### src/rtl/call_stack.sv
// call_stack: parametrised return-address stack for the PC unit.
// Ports: clk, rst (async active-low), push/pop/stack_in commands,
//   tos_we/tos_wdata top-of-stack write, flag_clr sticky clear;
//   outputs stack_out, level, full, empty, ovf, unf.
module call_stack #(
  parameter int WIDTH = 11,
  parameter int DEPTH = 16,
  parameter bit WRAP  = 1'b0,
  localparam int PW   = $clog2(DEPTH)
) (
  input  logic             clk,
  input  logic             rst,
  input  logic             push,
  input  logic             pop,
  input  logic [WIDTH-1:0] stack_in,
  input  logic             tos_we,
  input  logic [WIDTH-1:0] tos_wdata,
  input  logic             flag_clr,
  output logic [WIDTH-1:0] stack_out,
  output logic [PW:0]      level,
  output logic             full,
  output logic             empty,
  output logic             ovf,
  output logic             unf
);

  localparam logic [PW:0] LV_MAX = (PW+1)'(DEPTH);

  logic [WIDTH-1:0] r_mem [DEPTH];
  logic [PW-1:0]    r_ptr;
  logic [PW:0]      r_level;
  logic             r_ovf;
  logic             r_unf;

  logic             w_full;
  logic             w_empty;
  logic             w_rep;
  logic             w_push;
  logic             w_pop;
  logic             w_tos;
  logic             w_ovf_set;
  logic             w_unf_set;
  logic [PW-1:0]    w_ptr_inc;
  logic [PW-1:0]    w_ptr_nxt;
  logic [PW:0]      w_lvl_nxt;
  logic             w_we;
  logic [PW-1:0]    w_waddr;
  logic [WIDTH-1:0] w_wdata;

  assign w_full  = (r_level == LV_MAX);
  assign w_empty = (r_level == '0);

  // push+pop on an empty stack degrades to a plain push
  assign w_rep  = push & pop & ~w_empty;
  assign w_push = push & (~pop | w_empty);
  assign w_pop  = pop & ~push;
  assign w_tos  = tos_we & ~push & ~pop & ~w_empty;

  assign w_ovf_set = w_push & w_full;
  assign w_unf_set = w_pop & w_empty;

  assign w_ptr_inc = r_ptr + 1'b1;

  always_comb begin
    w_ptr_nxt = r_ptr;
    w_lvl_nxt = r_level;
    w_we      = 1'b0;
    w_waddr   = r_ptr;
    w_wdata   = stack_in;
    unique case (1'b1)
      w_rep: begin
        w_we = 1'b1;
      end
      w_push: begin
        if (!w_full) begin
          w_we      = 1'b1;
          w_waddr   = w_ptr_inc;
          w_ptr_nxt = w_ptr_inc;
          w_lvl_nxt = r_level + 1'b1;
        end else if (WRAP) begin
          // slot above top is the oldest entry when full
          w_we      = 1'b1;
          w_waddr   = w_ptr_inc;
          w_ptr_nxt = w_ptr_inc;
        end
      end
      w_pop: begin
        if (!w_empty) begin
          w_ptr_nxt = r_ptr - 1'b1;
          w_lvl_nxt = r_level - 1'b1;
        end
      end
      w_tos: begin
        w_we    = 1'b1;
        w_wdata = tos_wdata;
      end
      default: ;
    endcase
  end

  always_ff @(posedge clk or negedge rst) begin
    if (!rst) begin
      r_ptr   <= '1;
      r_level <= '0;
      r_ovf   <= 1'b0;
      r_unf   <= 1'b0;
    end else begin
      r_ptr   <= w_ptr_nxt;
      r_level <= w_lvl_nxt;
      r_ovf   <= (r_ovf & ~flag_clr) | w_ovf_set;
      r_unf   <= (r_unf & ~flag_clr) | w_unf_set;
    end
  end

  // storage is never reset; contents are masked while empty
  always_ff @(posedge clk) begin
    if (w_we) begin
      r_mem[w_waddr] <= w_wdata;
    end
  end

  assign stack_out = w_empty ? '0 : r_mem[r_ptr];
  assign level     = r_level;
  assign full      = w_full;
  assign empty     = w_empty;
  assign ovf       = r_ovf;
  assign unf       = r_unf;

endmodule

### config.mk
export PLATFORM = sky130hd
export DESIGN_NAME = call_stack
export DESIGN_NICKNAME = d
export VERILOG_FILES = /design/src/rtl/call_stack.sv
export SDC_FILE = /design/constraint.sdc
export NUM_CORES = 1
export LEC_CHECK = 0
export CELL_PAD_IN_SITES_DETAIL_PLACEMENT = 1
export CELL_PAD_IN_SITES_GLOBAL_PLACEMENT = 1
export CORE_MARGIN = 8
export CORE_UTILIZATION = 56
export DETAILED_ROUTE_END_ITERATION = 10
export PLACE_DENSITY_LB_ADDON = 0.1
export SETUP_SLACK_MARGIN = 0.05
export SLEW_MARGIN = 5
export SYNTH_ARGS = -nofsm -noshare
export SYNTH_HDL_FRONTEND = slang
export SYNTH_SLANG_ARGS = --single-unit
### constraint.sdc
create_clock -name clk -period 6.2 [get_ports clk]
set_clock_uncertainty 0.2 [all_clocks]
set_input_delay 0.93 -clock clk [delete_from_list [all_inputs] [get_ports clk]]
set_output_delay 0.93 -clock clk [all_outputs]
set_load 0.02 [all_outputs]
# Yosys cells after proc, flatten, opt, wreduce, memory -nomap -nowiden
# Memory sizes are Yosys's and may differ from the RTL's.
# Cells that the tools add are included.
# totals
reg_bits	11
ram_bits	176
in_bits	28
output_inout_bits	20
wordCells	48
n_memories	1
# memory_table
memory	depth	word_bits	rd	rd_clocked_by_memory_dff	write_ports	line	rtl
r_mem	16	11	1	0	1	29	logic [WIDTH-1:0] r_mem [DEPTH];
# classes
addsub	4
eq_ne	3
n_mux	13
bitwise_logic	18
reduce_logical	5
# ops
cell	n
two-way mux 11 bit	2
two-way mux 4 bit	3
AND 1 bit	11
two-way mux 5 bit	2
case mux 5 bit (2 select lines)	1
case mux 4 bit (2 select lines)	1
adder 5 x 1 -> 5 bit (second input constant)	1
== test 5 bit (second input constant)	1
logical NOT 5 bit	1
subtractor 5 x 1 -> 5 bit (second input constant)	1
adder 4 x 1 -> 4 bit (second input constant)	1
!= test 2 bit (second input constant)	2
inverter 1 bit	4
subtractor 4 x 1 -> 4 bit (second input constant)	1
two-way mux 1 bit	3
OR 1 bit	3
AND reduction 3 bit	1
case mux 1 bit (2 select lines)	1
AND reduction 2 bit	1
nonzero test 2 bit	1
OR reduction 2 bit	1

# Depth between registers and ports, before layout
# depth
depth_word	8
ltp_mapped	9
depth_no_buf	8

# Worst setup path before layout
# Ideal clock, no wire load.
# synth_timing
path_kind	in2reg
start	input push
end	memory r_mem[1][0] (enable)
setup_ps	408
arrival_ps	3002
t_required_ps	5592
slack_ps	2590
path_stages	6
path_buffers	2
path_cell_list	clkbuf_1 > and3b_1 > o21ai_0 > nand2_1 > clkbuf_1 > nor4_1
# synth_between
elab_chain_cells	8
word_cells_on_any_way	12
classes_between	mux (4); bitwise (7); reduce/logical (1)
# synth_rtl
element	line	rtl
start, declared	13	input logic push,
inverter 1 bit	57	assign w_tos = tos_we & ~push & ~pop & ~w_empty;
AND 1 bit (3 in series)	57	
OR reduction 2 bit (no source line)	-	
case mux 1 bit (2 select lines)	70	unique case (1'b1)
two-way mux 1 bit	117	if (w_we) begin
two-way mux 1 bit (not written as such)	118	r_mem[w_waddr] <= w_wdata;
end, declared	29	
# Several ways; a longest one is shown, not always the timed one.

# Worst setup path after layout
# layout_timing
start	register r_ptr[1]
end	output stack_out[0]
# layout_between
elab_chain_cells	2
# layout_rtl
element	line	rtl
start, declared	30	logic [PW-1:0] r_ptr;
start signal, assigned	108	r_ptr <= w_ptr_nxt;
memory (16 x 11 bit)	-	
two-way mux 11 bit	122	assign stack_out = w_empty ? '0 : r_mem[r_ptr];
end, declared	19	output logic [WIDTH-1:0] stack_out,
# Every way passes these cells.

==> reports/metrics.yaml <==
gp_congestion: 0.765
portBuffers: 47
ys_seq_area_share_pct: 71.2
hpwl_mm: 12.2
post-cts-setup-buffers: 0
min_path_cells: 2
cts_hold_buf: 0
grt-ovfl-total: 0
first_pass_iters: 5
worstPathArrival_ns: 3.59
clockBufferDepth: 2
fin_setup_tns_ns: 0
vias: 4097
p_leak_nw: 2.99
ff2ff_path_depth: 6
path_class: "reg2out"
insertion_delay_ns: 0.42
cts.sinks: 187
r2r-start: "r_ptr[1]"
h-tree-depth: 4
grt_pass1_vias: 4289
syn_area_per_cell_um2: 20.4
r2r-end: "r_mem[6][8]"
switching_share_pct: 33.0
drt_iter0_drc: 514
stdcell_count: 640
r2r_slack_ns: 1.94
outcome: "finished, final reports clean"
wl_per_cell_um: 29.8
via_per_inst: 6.40
cts_root_buf: "clkbuf_16"
route.detailed.drc: 0
fin_crit_sh_pct: 76.2
coreArea_um2: 13800
switchingPower_w: 0.00148
worstMarginPinSlew_ns: 1.20
chipWidth_um: 134
grt.total_usage_pct: 22.4
start_util_pct: 56.8
antenna_found_initial: 0
hold_violations: 0
grt_max_degree: 54
placed_cells: 608
min_to: "unf"
rsz0062_at_grt: "no"
grt_pass1_wl_mm: 28.6
fmax_mhz: 212
numCtsBuffers: 17
synthFlopType: "edfxtp_1"
ys_types: 42
area_delta_synth_final_pct: 18.0
clk_pin_slew_ns: 0.06
post_cts_resized: 0
fill_cells: 1149
drive_gt1_share_pct: 31.5
antenna_cells: 0
antenna_left: 0
io_pins: 48
finalMaxSlewViolations: 0
ys_ff_latch: 187
vdd_drop_max_mv: 0.331
whs_ns: 0.336
p_comb_share_pct: 33.5
synthesis.area_um2: 7820
syn_inst: 384
crit_path_start_kind: "flip-flop"
async_reset_ff_share_pct: 5.88
p_int_w: 0.00301
yosys_warnings: 0
routed_wl_mm: 19.1
hp-start: "unf"
pwr-share-seq_pct: 42.9
nNetsFinal: 481
finalSetupViolCount: 0
die_area_um2: 18000
cts_tree: "built"
powerDensity_nw_per_um2: 486
cp_max_fo: 37
hp-class: "reg2reg"
clockPowerShare_pct: 23.6
maxSlewHeadroom_pct: 19.3
period_minus_slack_ns: 4.72
synth_nets: 418
crit_required_ns: 5.07
final_util_pct: 67.0
drv_cap: 0
die_height_um: 134
synth-edff-count: 176
cp-end-kind: "output pin"
rows: 43
[metrics by stage]
stage	worst slack (ns)	instance area [µm²]	total power, W
6_report	1.48	9230	0.00449
5_1_grt	1.32	9230	0.00467
4_1_cts	1.44	9230	0.00453
3_5_place_dp	1.75	8660	0.00346
3_3_place_gp	1.88	8660	0.00340
2_1_floorplan	2.59	7820	0.00282
[cells in the final DEF (no fill, tap or decap), types with 3 or more instances in the layout]
master,n
xor2_1,6
buf_4,18
a21oi_1,5
dfstp_2,3
clkbuf_16,17
edfxtp_1,176
nor2b_1,12
o21ai_0,4
mux4_2,55
inv_1,6
nor3_2,4
nor4_2,13
inv_6,4
clkdlybuf4s50_1,47
mux2_2,13
xnor2_1,5
dfrtp_1,7
nand2b_1,4
nor2_1,10
nand2_1,8
ha_1,5
[worst max-delay path, stage by stage (launching register included)]
cell and delay [ns]:
dfstp_2 1.17, buf_4 0.41, mux4_2 0.36, mux4_2 0.47, nor2b_1 0.14, clkdlybuf4s50_1 0.57
[synth_stat cells, types with 2 or more instances]
master	n	area share, %
mux2_2	13	1.9
nor2_1	10	0.48
mux2i_1	2	0.26
o21ai_0	4	0.26
mux4_2	55	16
clkbuf_1	12	0.58
nand2b_1	4	0.32
buf_1	2	0.096
edfxtp_1	176	68
a211oi_1	2	0.19
xor2_1	6	0.67
inv_1	6	0.29
xnor2_1	5	0.56
nor4_1	13	1.0
nor3_1	4	0.26
buf_2	6	0.38
nand3_4	2	0.45
ha_1	5	0.80
dfstp_2	4	1.3
nand2_1	8	0.38
xnor2_2	2	0.42
dfrtp_1	7	2.2
a21oi_1	5	0.32
a21o_1	2	0.19
nor2b_1	12	0.96
[kinds of logic (layout without fill, tap and decap cells)]
kind of cell	after synthesis	in the layout	share of synthesized area, %
xor+xnor	13	13	1.65
compound gates	20	20	1.89
mux	71	71	18.2
fa+ha+maj	6	6	1.06
flops	187	187	71.2
simple gates	60	60	4.62
buf+inv	27	103	1.44
[metal layers]
| metal | share of wire, % | global-route usage, % | vias to the layer above |
|---|---|---|---|
| met2 | 49 | 34.8 | 168 |
| met3 | 6.4 | 5.27 | 30 |
| met1 | 42 | 30.2 | 2190 |
| li1 | - | - | 1709 |
| met4 | 2.0 | 8.55 | 0 |
| met5 | 0 | 0 | - |
[power groups by stage]
| stage | clock network (W) | logic (W) | registers [W] |
|---|---|---|---|
| 2_1_floorplan | 0 | 0.00110 | 0.00171 |
| 3_3_place_gp | 0 | 0.00146 | 0.00194 |
| 3_5_place_dp | 0 | 0.00151 | 0.00196 |
| 4_1_cts | 0.00107 | 0.00152 | 0.00193 |
| 5_1_grt | 0.00111 | 0.00159 | 0.00196 |
| 6_report | 0.00106 | 0.00150 | 0.00192 |
[worst max-delay path by stage]
stage | startpoint | to | slack, ns
floorplan | push | r_mem[1][0] | 2.59
CTS | r_ptr[1] | stack_out[0] | 1.44
detailed placement | pop | r_mem[4][7] | 1.75
global route | r_ptr[1] | stack_out[0] | 1.32
global placement | r_ptr[1] | stack_out[0] | 1.88
finish | r_ptr[1] | stack_out[0] | 1.48
[state kept, by name (all words and copies together) (netlist names)]
name   count
level      5
ovf        1
r_mem    176
r_ptr      4
unf        1
[cell type report]
| cell class | count | area (µm²) | share of cell area [%] |
|---|---|---|---|
| clock inverter | 13 | 138 | 1.49 |
| clock buffer | 19 | 433 | 4.69 |
| multi-input combinational | 170 | 2240 | 24.2 |
| inverter | 6 | 22.5 | 0.244 |
| sequential | 187 | 5570 | 60.3 |
| timing repair buffer | 65 | 606 | 6.56 |
| tap | 180 | 225 | 2.44 |
(Power assumes the default switching activity.)
